==> config.mk <==
export PLATFORM = sky130hd
export DESIGN_NAME = instr_fetch
export DESIGN_NICKNAME = d
export VERILOG_FILES = /design/src/rtl/cpu_pkg.sv /design/src/rtl/fetch_fifo.sv /design/src/rtl/instr_fetch.sv
export SDC_FILE = /design/constraint.sdc
export NUM_CORES = 1
export LEC_CHECK = 0
export ABC_CLOCK_PERIOD_IN_PS = 9600
export BUFFER_PORTS_ARGS = -buffer_cell sky130_fd_sc_hd__buf_4
export CORE_MARGIN = 3
export CORE_UTILIZATION = 30
export CTS_BUF_LIST = sky130_fd_sc_hd__clkbuf_8
export DETAILED_ROUTE_END_ITERATION = 12
export GPL_TIMING_DRIVEN = 0
export RECOVER_POWER = 50
export SYNTH_ARGS = -nofsm -noshare
export SYNTH_HDL_FRONTEND = slang
export SYNTH_SLANG_ARGS = --single-unit
export TNS_END_PERCENT = 50
==> constraint.sdc <==
create_clock -name clock -period 9.6 [get_ports clock]
set_clock_uncertainty 0.1 [all_clocks]
set_input_delay 0.48 -clock clock [delete_from_list [all_inputs] [get_ports clock]]
set_output_delay 0.48 -clock clock [all_outputs]
set_load 0.05 [all_outputs]
==> src/rtl/cpu_pkg.sv <==
// rtl/cpu_pkg.sv - shared CPU constants and types for the fetch path
package cpu_pkg;

  localparam int INSTR_W        = 19;
  localparam int DEFAULT_ADDR_W = 12;

  typedef logic [INSTR_W-1:0] instr_t;

  typedef struct packed {
    logic [DEFAULT_ADDR_W-1:0] pc;
    instr_t                    instr;
  } fetch_entry_t;

endpackage

==> src/rtl/fetch_fifo.sv <==
// rtl/fetch_fifo.sv - prefetch FIFO with flush; flush wins over push and pop
module fetch_fifo #(
  parameter int W     = 31,
  parameter int DEPTH = 4
) (
  input  logic                     clock,
  input  logic                     reset_n,
  input  logic                     flush_i,
  input  logic                     push_i,
  input  logic                     pop_i,
  input  logic [W-1:0]             data_i,
  output logic [W-1:0]             head_o,
  output logic [$clog2(DEPTH):0]   count_o,
  output logic                     empty_o
);

  localparam int AW = $clog2(DEPTH);

  logic [W-1:0]  mem_q [DEPTH];
  logic [AW-1:0] wptr_q, wptr_d, rptr_q, rptr_d;
  logic [AW:0]   count_q, count_d;

  always_comb begin
    wptr_d  = wptr_q;
    rptr_d  = rptr_q;
    count_d = count_q;
    if (flush_i) begin
      wptr_d  = '0;
      rptr_d  = '0;
      count_d = '0;
    end else begin
      if (push_i) wptr_d = wptr_q + AW'(1);
      if (pop_i)  rptr_d = rptr_q + AW'(1);
      count_d = count_q + (AW+1)'(push_i) - (AW+1)'(pop_i);
    end
  end

  // Storage is cleared on reset so the head reads zero out of reset.
  always_ff @(posedge clock or negedge reset_n) begin
    if (!reset_n) begin
      wptr_q  <= '0;
      rptr_q  <= '0;
      count_q <= '0;
      for (int i = 0; i < DEPTH; i++) mem_q[i] <= '0;
    end else begin
      wptr_q  <= wptr_d;
      rptr_q  <= rptr_d;
      count_q <= count_d;
      if (push_i && !flush_i) mem_q[wptr_q] <= data_i;
    end
  end

  assign head_o  = mem_q[rptr_q];
  assign count_o = count_q;
  assign empty_o = (count_q == '0);

endmodule

==> src/rtl/instr_fetch.sv <==
// rtl/instr_fetch.sv - PC, in-order imem requests and prefetch buffer feeding the controller
module instr_fetch
  import cpu_pkg::*;
#(
  parameter int                ADDR_W   = DEFAULT_ADDR_W,
  parameter int                DEPTH    = 4,
  parameter int                MAX_OUT  = 2,
  parameter logic [ADDR_W-1:0] RESET_PC = '0
) (
  input  logic              clock,
  input  logic              reset_n,
  output logic              imem_req,
  output logic [ADDR_W-1:0] imem_addr,
  input  logic              imem_gnt,
  input  logic              imem_rvalid,
  input  instr_t            imem_rdata,
  input  logic              redirect,
  input  logic [ADDR_W-1:0] redirect_addr,
  output logic              instr_valid,
  output instr_t            instr,
  output logic [ADDR_W-1:0] instr_pc,
  input  logic              instr_ready
);

  localparam int CW = 2;
  localparam int FW = ADDR_W + INSTR_W;
  localparam int NW = $clog2(DEPTH) + 1;

  logic [ADDR_W-1:0] fetch_pc_q, fetch_pc_d, resp_pc_q, resp_pc_d;
  logic [CW-1:0]     out_cnt_q, out_cnt_d, disc_cnt_q, disc_cnt_d;
  logic [NW-1:0]     fifo_count;
  logic [FW-1:0]     fifo_head;
  logic              fifo_empty, fifo_push, fifo_pop, grant, rv_acc;

  // Kept in-flight responses plus buffered words never exceed DEPTH, so a push always has room.
  assign imem_req = reset_n & ~redirect & (int'(out_cnt_q) < MAX_OUT)
                  & ((int'(out_cnt_q) - int'(disc_cnt_q) + int'(fifo_count)) < DEPTH);
  assign grant    = imem_req & imem_gnt;
  assign rv_acc   = imem_rvalid & (out_cnt_q != '0);

  always_comb begin
    fetch_pc_d = fetch_pc_q;
    resp_pc_d  = resp_pc_q;
    out_cnt_d  = out_cnt_q;
    disc_cnt_d = disc_cnt_q;
    fifo_push  = 1'b0;
    if (redirect) begin
      fetch_pc_d = redirect_addr;
      resp_pc_d  = redirect_addr;
      out_cnt_d  = out_cnt_q - CW'(rv_acc);
      disc_cnt_d = out_cnt_d;
    end else begin
      if (grant) fetch_pc_d = fetch_pc_q + ADDR_W'(1);
      out_cnt_d = out_cnt_q + CW'(grant) - CW'(rv_acc);
      if (rv_acc) begin
        if (disc_cnt_q != '0) begin
          disc_cnt_d = disc_cnt_q - CW'(1);
        end else begin
          fifo_push = 1'b1;
          resp_pc_d = resp_pc_q + ADDR_W'(1);
        end
      end
    end
  end

  always_ff @(posedge clock or negedge reset_n) begin
    if (!reset_n) begin
      fetch_pc_q <= RESET_PC;
      resp_pc_q  <= RESET_PC;
      out_cnt_q  <= '0;
      disc_cnt_q <= '0;
    end else begin
      fetch_pc_q <= fetch_pc_d;
      resp_pc_q  <= resp_pc_d;
      out_cnt_q  <= out_cnt_d;
      disc_cnt_q <= disc_cnt_d;
    end
  end

  assign instr_valid = ~fifo_empty & ~redirect;
  assign fifo_pop    = instr_valid & instr_ready;

  fetch_fifo #(
    .W     (FW),
    .DEPTH (DEPTH)
  ) u_fifo (
    .clock   (clock),
    .reset_n (reset_n),
    .flush_i (redirect),
    .push_i  (fifo_push),
    .pop_i   (fifo_pop),
    .data_i  ({resp_pc_q, imem_rdata}),
    .head_o  (fifo_head),
    .count_o (fifo_count),
    .empty_o (fifo_empty)
  );

  assign imem_addr = fetch_pc_q;
  assign instr_pc  = fifo_head[FW-1:INSTR_W];
  assign instr     = fifo_head[INSTR_W-1:0];

endmodule

==> results of run 1 <==
cells in the mapped netlist, types with 3 or more instances:
master    instances
o21ai_1           9
o311ai_1          3
nand3_1           8
mux2_2            7
dfrtp_1         159
nand2_1          22
mux4_2           31
buf_2             3
buf_6             7
buf_4             9
mux2_1           90
clkbuf_1         10
xnor2_1          11
mux2_4           30
a21oi_1          11
inv_1            19
ha_1             14
xor2_1            8
buf_1             4
nor2_1           18
o21ai_0          10
nand4_1           4
o31a_1            3
and3_1            5
nor3_1            4
power by group through the flow:
stage / logic (mW) / clock network, mW / registers (mW)
floorplan: 0.753 / 0 / 0.906
CTS: 1.04 / 0.492 / 0.898
global route: 1.08 / 0.522 / 0.919
detailed placement: 1.04 / 0 / 0.908
global placement: 1.02 / 0 / 0.909
finish: 1.01 / 0.474 / 0.899
cells by family (layout without fill, tap and decap cells):
logic type	count (synthesis)	after routing	synth area share
mux	159	159	0.295
fa+ha+maj	16	16	0.0282
compound gates	48	48	0.0394
simple gates	79	79	0.0552
xor+xnor	19	19	0.0218
flops	159	159	0.522
buf+inv	53	168	0.0379
through the flow:
step / cells / hold WS, ns / total power, mW / setup WS [ns]
after CTS: 972 / 0.142 / 2.43 / 6.06
final: 972 / 0.177 / 2.38 / 6.07
after global placement: 938 / 0.362 / 1.93 / 5.18
after detailed placement: 939 / 0.370 / 1.94 / 6.10
after global routing: 972 / 0.144 / 2.53 / 5.83
after floorplan: 533 / 0.0844 / 1.66 / 6.40
metal layers:
metal,track usage,vias up
met5,0,-
met3,0.0289,10
met2,0.188,83
met4,0.0287,0
met1,0.183,2334
li1,-,2134
flip-flops by register name, indices dropped and copies added (netlist names):
register        flops
disc_cnt_q          2
imem_addr          12
out_cnt_q           2
resp_pc_q          12
u_fifo.count_o      3
u_fifo.mem_q      124
u_fifo.rptr_q       2
u_fifo.wptr_q       2
final cells by class:
cell class | count | area share
flip-flops and latches | 159 | 0.442
multi-input cells | 321 | 0.372
repair buffers | 83 | 0.0676
well taps | 324 | 0.0451
clock buffers | 20 | 0.0306
plain buffers | 33 | 0.0228
clock inverters | 12 | 0.0111
inverters | 20 | 0.00834
final timing paths:
check	from	end	slack [ns]	depth (start not counted)
worst max-delay path	out_cnt_q[0]	out_cnt_q[1]	6.07	16
worst min-delay path	imem_rdata[14]	u_fifo.mem_q[45]	0.18	2
worst max register to register	out_cnt_q[0]	out_cnt_q[1]	6.07	16
worst min register to register	u_fifo.mem_q[36]	u_fifo.mem_q[36]	0.39	1
max in group asynchronous	reset_n	imem_addr[2]	8.07	3
min in group asynchronous	reset_n	u_fifo.mem_q[111]	0.49	2
what timing repair did:
action | in CTS | in global routing
endpoints found under the setup margin | 0 | 0
hold buffers | 1 | 0
setup buffers | 0 | 0
hold endpoints to repair | 75 | 0
==> results.sh, run 1 <==
export IMPL_status="complete, no violations"
export IMPL_final_cell_mix="dfrtp_1, mux2_1, buf_4"
export IMPL_synth_area_per_cell_um2=14.3
export IMPL_design_area_um2=9000
export IMPL_leakage_nw=4.27
export IMPL_crit_path_end_kind="flop"
export IMPL_cp_slowest_stage_delay_ns=0.41
export IMPL_synth_seq_cells=159
export IMPL_hpwl_mm=11.1
export IMPL_sequentialPowerShare=0.377
export IMPL_final_seq_area_um2=3980
export IMPL_synth_cell_area_um2=7620
export IMPL_postSynthCellCount=533
export IMPL_antennaDiodeCount=0
export IMPL_cts_max_level=4
export IMPL_final_common_cell="dfrtp_1"
export IMPL_numCtsBuffers=17
export IMPL_hold_viol_final=0
export IMPL_maxUsedRoutingLayer="met4"
export IMPL_slowest_stage="dfrtp_1"
export IMPL_crit_type="reg2reg"
export IMPL_m1WireLength_mm=8.33
export IMPL_drt_total_wl_mm=16.4
export IMPL_clkTransAtPathRegs_ns=0.10
export IMPL_core_area_um2=24700
export IMPL_p_clk_frac=0.199
export IMPL_wl_per_cell_um=16.9
export IMPL_slew_headroom=0.422
export IMPL_hold_class="in2reg"
export IMPL_clock_sinks=159
export IMPL_firstDrtPassIters=4
export IMPL_yosysUniqueCellTypes=52
export IMPL_die_area_um2=27400
export IMPL_start_kind="flop"
export IMPL_drive_above_1_share=0.301
export IMPL_worst_ep_required_time_ns=9.87
export IMPL_synth_warning_count=0
export IMPL_slew_violations=0
export IMPL_grt_pass1_vias=4722
export IMPL_antenna_found_initial=0
export IMPL_synth_top_cell_area_share=0.522
export IMPL_gr_total_overflow=0
export IMPL_yosys_area_top_type="dfrtp_1"
export IMPL_die_y_um=165
export IMPL_critical_path_top_delay_family="adder cells"
export IMPL_viasPerCell=4.69
export IMPL_powerDensity_nw_per_um2=265
export IMPL_multi_input_area_um2=3350
export IMPL_cts_tree="yes"
export IMPL_synth_edf_count=0
export IMPL_clockRootBuffer="clkbuf_8"
export IMPL_netlist_top_cells_area="dfrtp_1, mux2_1, mux4_2"
export IMPL_wl_met2_mm=7.30
export IMPL_ant_nets=0
export IMPL_synth_seq_area_share=0.522
export IMPL_wl_met3_um=645
export IMPL_swShare=0.397
export IMPL_finalCritPeriodShare=0.368
export IMPL_setup_viol=0
export IMPL_grt_max_degree=87
export IMPL_p_int_mw=1.44
export IMPL_clk_latency_ns=0.44
export IMPL_ios=82
export IMPL_nets=688
export IMPL_track_usage=0.125
export IMPL_fp_row_count=57
export IMPL_start_util=0.309
export IMPL_gp_congestion=0.821
export IMPL_drc=0
export IMPL_dieWidth_um=165
export IMPL_crit_buf_inv=5
export IMPL_asyncSetResetFlopFracSynth=1.00
export IMPL_syn2layout_area_growth_pct=18.0
export IMPL_cp_max_fo=10
export IMPL_max_slew_worst_pin_slew_ns=0.866
export IMPL_num_vias=4561
export IMPL_cts_path_max_buffers=2
export IMPL_io_buffers=81
export IMPL_fin_util=0.365
export IMPL_cts_resized=0
export IMPL_grt_pass1_wl_mm=26.4
export IMPL_power_frac_comb=0.424
export IMPL_syn_nets=586
export IMPL_drtIter0Drc=268
export IMPL_nFillCells=2454
export IMPL_crit_chain="inv_1, ha_1, inv_1, fa_1, ha_1, and3b_1, o22a_1, nor2_4, inv_2, buf_6, ha_1, inv_1, ha_1, xnor2_1, o21ai_0, xor2_1"
export IMPL_rsz0062_at_grt="no"
export IMPL_ys_flop_type="dfrtp_1"
export IMPL_crit_arrival_ns=3.80
export IMPL_tns_ns=0
export IMPL_cap_violations=0
export IMPL_placed_area_um2=8670
export IMPL_vdd_ir_drop_max_mv=0.131
export IMPL_max_freq_mhz=283
export IMPL_crit_top_cell="ha_1"
export IMPL_switching_power_uw=946
export IMPL_layout_min_cycle_time_ns=3.53
No activity file was read; power rests on OpenSTA's default activity.
==> inputs of run 2 (changes only) <==
ABC_CLOCK_PERIOD_IN_PS = 3460   (was 9600)
clock period = 3.46 ns   (was 9.6 ns; I/O delays follow)
==> run 2 against run 1 <==
  * First-iteration DRC count decreased by 10%
  * Die area is the same
  * Fmax increased by 7.3%
  * Final area grew 3.8%
  * Critical path depth stayed put
  * Final cell count up 3.5%
  * Flip-flop and latch count did not move
  * Core utilization is 1.4 points higher
  * Register-to-register slack got worse by 5.9 ns
  * Worst hold slack worse by 0.13 ns
  * Non-clock buffer count increased by 34
==> results.sh, run 2 (synthesized netlist as in run 1, its figures left out) <==
export IMPL_status="complete, no violations"
export IMPL_final_seq_area_um2=3980
export IMPL_gp_congestion=0.821
export IMPL_firstDrtPassIters=4
export IMPL_whs_ns=0.0456
export IMPL_crit_chain="inv_1, ha_1, inv_1, fa_1, ha_1, and3b_1, o22a_2, nor2_4, inv_2, buf_6, ha_1, inv_1, ha_1, xnor2_1, o21ai_1, xor2_1"
export IMPL_cap_violations=0
export IMPL_cp_slowest_stage_delay_ns=0.41
export IMPL_die_area_um2=27400
export IMPL_hpwl_mm=11.1
export IMPL_cts_max_level=4
export IMPL_use_met3=0.0287
export IMPL_crit_type="reg2reg"
export IMPL_met1_usage=0.184
export IMPL_numCtsBuffers=17
export IMPL_placed_area_um2=8670
export IMPL_design_area_um2=9340
export IMPL_viasPerCell=4.68
export IMPL_finalCritPeriodShare=0.952
export IMPL_ant_nets=0
export IMPL_dieWidth_um=165
export IMPL_p_total_mw=6.66
export IMPL_fin_cells=1006
export IMPL_clock_sinks=159
export IMPL_multi_input_area_um2=3350
export IMPL_crit_buf_inv=5
export IMPL_crit_top_cell="ha_1"
export IMPL_fp_row_count=57
export IMPL_grt_max_degree=87
export IMPL_antenna_found_initial=0
export IMPL_rsz0062_at_grt="no"
export IMPL_drive_above_1_share=0.292
export IMPL_setup_viol=0
export IMPL_cts_path_max_buffers=2
export IMPL_nFillCells=2442
export IMPL_leakage_nw=4.40
export IMPL_vdd_ir_drop_max_mv=0.393
export IMPL_syn2layout_area_growth_pct=22.5
export IMPL_layout_min_cycle_time_ns=3.29
export IMPL_cts_tree="yes"
export IMPL_clockRootBuffer="clkbuf_8"
export IMPL_grt_use_met2=0.192
export IMPL_crit_arrival_ns=3.56
export IMPL_ios=82
export IMPL_powerDensity_nw_per_um2=713
export IMPL_tns_ns=0
export IMPL_worst_ep_required_time_ns=3.73
export IMPL_max_slew_worst_pin_slew_ns=0.875
export IMPL_io_buffers=81
export IMPL_top_register="u_fifo.mem_q"
export IMPL_rr_worst_depth=16
export IMPL_hold_class="in2reg"
export IMPL_slowest_stage="fa_1"
export IMPL_hold_depth=4
export IMPL_pre_cts_ws_ns=-0.0359
export IMPL_worstSetupPathDepth=16
export IMPL_crit_path_end_kind="flop"
export IMPL_hold_viol_final=0
export IMPL_nets=722
export IMPL_drt_total_wl_mm=16.7
export IMPL_gr_total_overflow=0
export IMPL_drtIter0Drc=241
export IMPL_start_util=0.309
export IMPL_clkTransAtPathRegs_ns=0.10
export IMPL_start_kind="flop"
export IMPL_fin_util=0.378
export IMPL_busiest_layer="met2"
export IMPL_final_cell_mix="dfrtp_1, mux2_1, buf_4"
export IMPL_wl_per_cell_um=16.6
export IMPL_timing_final_ws_setup_ns=0.168
export IMPL_largest_reg_flops=124
export IMPL_critical_path_top_delay_family="adder cells"
export IMPL_max_freq_mhz=304
export IMPL_slew_violations=0
export IMPL_die_y_um=165
export IMPL_grt_pass1_vias=4831
export IMPL_reg2reg_slack_ns=0.17
export IMPL_final_common_cell="dfrtp_1"
export IMPL_slew_headroom=0.416
export IMPL_num_vias=4706
export IMPL_grt_pass1_wl_mm=26.8
export IMPL_cp_max_fo=10
export IMPL_drc=0
export IMPL_antennaDiodeCount=0
export IMPL_track_usage=0.126
export IMPL_dpl_cell_count=939
export IMPL_core_area_um2=24700
export IMPL_clk_latency_ns=0.44
## run 2: cell type report
type | count | area share
flip-flops and latches | 159 | 0.426
multi-input cells | 321 | 0.359
repair buffers | 117 | 0.101
well taps | 324 | 0.0434
clock buffers | 20 | 0.0295
plain buffers | 33 | 0.0220
clock inverters | 12 | 0.0107
inverters | 20 | 0.00804
## run 2: routing by layer
metal / part of all wire / vias up
met3: 0.039 / 10
met5: 0 / -
met1: 0.50 / 2402
met4: 0.0076 / 0
li1: - / 2206
met2: 0.45 / 88
## run 2: what timing repair did
action | CTS | global route
gates cloned | 0 | 0
endpoints found under the setup margin | 1 | 1
gates resized for setup | 0 | 2
buffers inserted | 1 | 1
hold buffers | 33 | 0
pin swaps | 1 | 0
hold endpoints to repair | 175 | 0
## run 2: worst reg2reg max path, stage by stage, from the launching register on
cell	delay (ns)
dfrtp_1	0.40
inv_1	0.08
ha_1	0.19
inv_1	0.06
fa_1	0.41
ha_1	0.28
and3b_1	0.16
o22a_2	0.27
nor2_4	0.14
inv_2	0.07
buf_6	0.14
ha_1	0.27
inv_1	0.04
ha_1	0.18
xnor2_1	0.12
o21ai_1	0.15
xor2_1	0.17
## run 2: worst paths after layout
path / to / from
setup / recovery: out_cnt_q[1] / out_cnt_q[0]
setup reg to reg: out_cnt_q[1] / out_cnt_q[0]
max in group asynchronous: imem_addr[2] / reset_n
hold reg to reg: u_fifo.mem_q[39] / u_fifo.mem_q[39]
hold / removal: resp_pc_q[3] / redirect
min in group asynchronous: u_fifo.mem_q[111] / reset_n
## run 2: power by group
part / switching (mW) / internal, mW / total [mW]
sequential: 0.255 / 2.24 / 2.49
clock: 0.745 / 0.570 / 1.32
combinational: 1.64 / 1.21 / 2.85
total: 2.64 / 4.02 / 6.66
==> inputs of run 3 (changes only) <==
--- a/config.mk
+++ b/config.mk
@@ -6,6 +6,8 @@
 export NUM_CORES = 1
 export LEC_CHECK = 0
+export ABC_AREA = 1
 export ABC_CLOCK_PERIOD_IN_PS = 3460
 export BUFFER_PORTS_ARGS = -buffer_cell sky130_fd_sc_hd__buf_4
+export CORE_ASPECT_RATIO = 1.2
 export CORE_MARGIN = 3
 export CORE_UTILIZATION = 30
==> constraint.sdc (replaced) <==
create_clock -name clock -period 3.46 [get_ports clock]
set_clock_uncertainty 0.1 [all_clocks]
set_input_delay 0.692 -clock clock [delete_from_list [all_inputs] [get_ports clock]]
set_output_delay 0.692 -clock clock [all_outputs]
set_load 0.05 [all_outputs]
==> run 3 against run 2 <==
  * The run now ends with max-capacitance violations, max-slew violations left
  * Flip-flop and latch count unchanged
  * Clock power up 17%
  * Global-route usage up 2.6 points
  * Worst hold slack better by 0.34 ns
==> results.sh, run 3 <==
export IMPL_status="finished, violations left"
export IMPL_failed_checks="max-capacitance violations, max-slew violations"
export IMPL_grt_max_degree=123
export IMPL_io_buffers=81
export IMPL_clock_sinks=159
export IMPL_use_met3=0.0318
export IMPL_grt_pass1_vias=6351
export IMPL_clkTransAtPathRegs_ns=0.10
export IMPL_crit_path_start="out_cnt_q[0]"
export IMPL_hold_viol_final=0
export IMPL_crit_type="reg2out"
export IMPL_max_freq_mhz=317
export IMPL_cts_resized=0
export IMPL_synth_most_common_cell="nand2_1"
export IMPL_crit_chain="inv_1, ha_1, inv_1, fa_1, ha_1, nand3_1, nand2_1, nand2_1, nand2_1, inv_1, buf_4"
export IMPL_slew_headroom=-0.122
export IMPL_yosysUniqueCellTypes=35
export IMPL_synth_warning_count=0
export IMPL_synth_edf_count=0
export IMPL_crit_buf_inv=4
export IMPL_p_int_mw=4.23
export IMPL_drc=0
export IMPL_drive_above_1_share=0.176
export IMPL_wl_per_cell_um=15.5
export IMPL_core_area_um2=25700
export IMPL_cts_path_max_buffers=2
export IMPL_swShare=0.465
export IMPL_die_area_um2=28200
export IMPL_max_slew_worst_pin_slew_ns=1.68
export IMPL_yosys_area_top_type="dfrtp_1"
export IMPL_final_cell_mix="nand2_1, dfrtp_1, nor2_1"
export IMPL_nets=1070
export IMPL_synth_commonest_cells="nand2_1, dfrtp_1, nor2_1"
export IMPL_whs_ns=0.384
export IMPL_cts_tree="yes"
export IMPL_rr_worst_depth=16
export IMPL_vdd_ir_drop_max_mv=0.305
export IMPL_gr_total_overflow=0
export IMPL_final_seq_area_um2=3980
export IMPL_clk_latency_ns=0.46
export IMPL_gp_congestion=0.806
export IMPL_final_common_cell="nand2_1"
export IMPL_critical_path_top_delay_family="adder cells"
export IMPL_slew_violations=123
export IMPL_crit_arrival_ns=2.36
export IMPL_die_y_um=184
export IMPL_cap_violations=1
export IMPL_worst_ep_required_time_ns=2.67
export IMPL_antennaDiodeCount=0
export IMPL_netlist_top_cells_area="dfrtp_1, nand2_1, o21ai_1"
export IMPL_dpl_cell_count=1327
export IMPL_grt_pass1_wl_mm=34.6
export IMPL_crit_path_end="imem_req"
export IMPL_cts_setup_buffers=0
export IMPL_slowest_stage="fa_1"
export IMPL_power_frac_comb=0.470
export IMPL_met1_usage=0.207
export IMPL_top_register="u_fifo.mem_q"
export IMPL_ios=82
export IMPL_nFillCells=2707
export IMPL_cp_slowest_stage_delay_ns=0.43
export IMPL_cts_max_level=4
export IMPL_worstSetupPathDepth=11
export IMPL_hold_class="reg2reg"
export IMPL_drtIter0Drc=418
export IMPL_syn2layout_area_growth_pct=17.3
export IMPL_cp_max_fo=3
export IMPL_synth_area_per_cell_um2=8.61
export IMPL_synth_top_cell_area_share=0.505
export IMPL_synth_seq_cells=159
export IMPL_synth_cell_area_um2=7880
export IMPL_grt_use_met2=0.250
export IMPL_viasPerCell=4.79
export IMPL_worstReg2RegEnd="out_cnt_q[1]"
export IMPL_placed_area_um2=8930
export IMPL_start_kind="flop"
export IMPL_track_usage=0.152
export IMPL_crit_path_end_kind="output port"
export IMPL_p_clk_frac=0.196
export IMPL_numCtsBuffers=17
export IMPL_clockRootBuffer="clkbuf_8"
export IMPL_ys_flop_type="dfrtp_1"
export IMPL_busiest_layer="met2"
export IMPL_sequentialPowerShare=0.334
export IMPL_ant_nets=0
export IMPL_reg2reg_slack_ns=0.51
export IMPL_drt_total_wl_mm=21.1
export IMPL_num_vias=6513
export IMPL_syn_nets=968
export IMPL_reg2reg_from="out_cnt_q[0]"
export IMPL_design_area_um2=9240
export IMPL_start_util=0.306
export IMPL_firstDrtPassIters=5
export IMPL_asyncSetResetFlopFracSynth=1.00
export IMPL_postCtsHoldBufs=1
export IMPL_dieWidth_um=154
export IMPL_postSynthCellCount=915
export IMPL_hold_depth=2
export IMPL_rsz0062_at_grt="no"
export IMPL_powerDensity_nw_per_um2=856
export IMPL_synth_seq_area_share=0.505
export IMPL_leakage_nw=4.51
export IMPL_multi_input_area_um2=3180
export IMPL_setup_viol=0
export IMPL_finalCritPeriodShare=0.912
export IMPL_fin_cells=1360
export IMPL_switching_power_mw=3.68
export IMPL_layout_min_cycle_time_ns=3.16
export IMPL_antenna_found_initial=0
export IMPL_fp_row_count=64
export IMPL_fin_util=0.360
export IMPL_largest_reg_flops=124
export IMPL_hpwl_mm=14.2
==> run 3: cell type report <==
| cell class | instances | area share |
|---|---|---|
| clock inverters | 14 | 0.0209 |
| flip-flops and latches | 159 | 0.431 |
| repair buffers | 83 | 0.0685 |
| well taps | 330 | 0.0447 |
| clock buffers | 18 | 0.0268 |
| inverters | 75 | 0.0305 |
| plain buffers | 48 | 0.0337 |
| multi-input cells | 633 | 0.344 |
==> run 3: worst min-delay path by stage <==
stage                      from                to
6_report       u_fifo.mem_q[62]  u_fifo.mem_q[62]
5_1_grt        redirect_addr[8]      imem_addr[8]
4_1_cts        redirect_addr[7]      resp_pc_q[7]
3_5_place_dp   u_fifo.mem_q[43]  u_fifo.mem_q[43]
3_3_place_gp   u_fifo.mem_q[49]  u_fifo.mem_q[49]
2_1_floorplan           reset_n     disc_cnt_q[0]
==> run 3: metal layers <==
layer	up-vias	part of all wire
met5	-	0
met4	0	0.012
met3	21	0.048
met2	147	0.48
met1	3108	0.46
li1	3237	-
==> run 3: power by group through the flow <==
stage,registers (mW),clock network (mW),logic (mW)
4_1_cts,2.63,1.59,3.83
3_3_place_gp,2.66,0,3.77
5_1_grt,2.70,1.68,4.09
6_report,2.64,1.55,3.72
2_1_floorplan,2.70,0,2.61
3_5_place_dp,2.67,0,3.82
==> run 3: worst register-to-register path, delay by kind of cell (launching register included) <==
kind	cells	cell delay, ns
fa+ha+maj	5	1.33
compound gates	1	0.07
xor+xnor	1	0.19
simple gates	6	0.54
flops	1	0.41
buf+inv	3	0.18
==> run 3: cell families after synthesis <==
| group | count (synthesis) | synth area share |
|---|---|---|
| AO/OA/AOI/OAI | 254 | 0.190 |
| XOR/XNOR | 7 | 0.00778 |
| AND/OR/NAND/NOR | 356 | 0.187 |
| flip-flops | 159 | 0.505 |
| adder cells (fa/ha/maj) | 16 | 0.0273 |
| buffers and inverters | 123 | 0.0826 |
==> run 3: stage by stage <==
stage          setup WS, ns  setup TNS [ns]  total power, mW
2_1_floorplan         0.573               0             5.30
3_3_place_gp         -0.610           -2.18             6.43
3_5_place_dp          0.480               0             6.49
4_1_cts               0.232               0             8.05
5_1_grt              0.0821               0             8.46
6_report              0.304               0             7.91
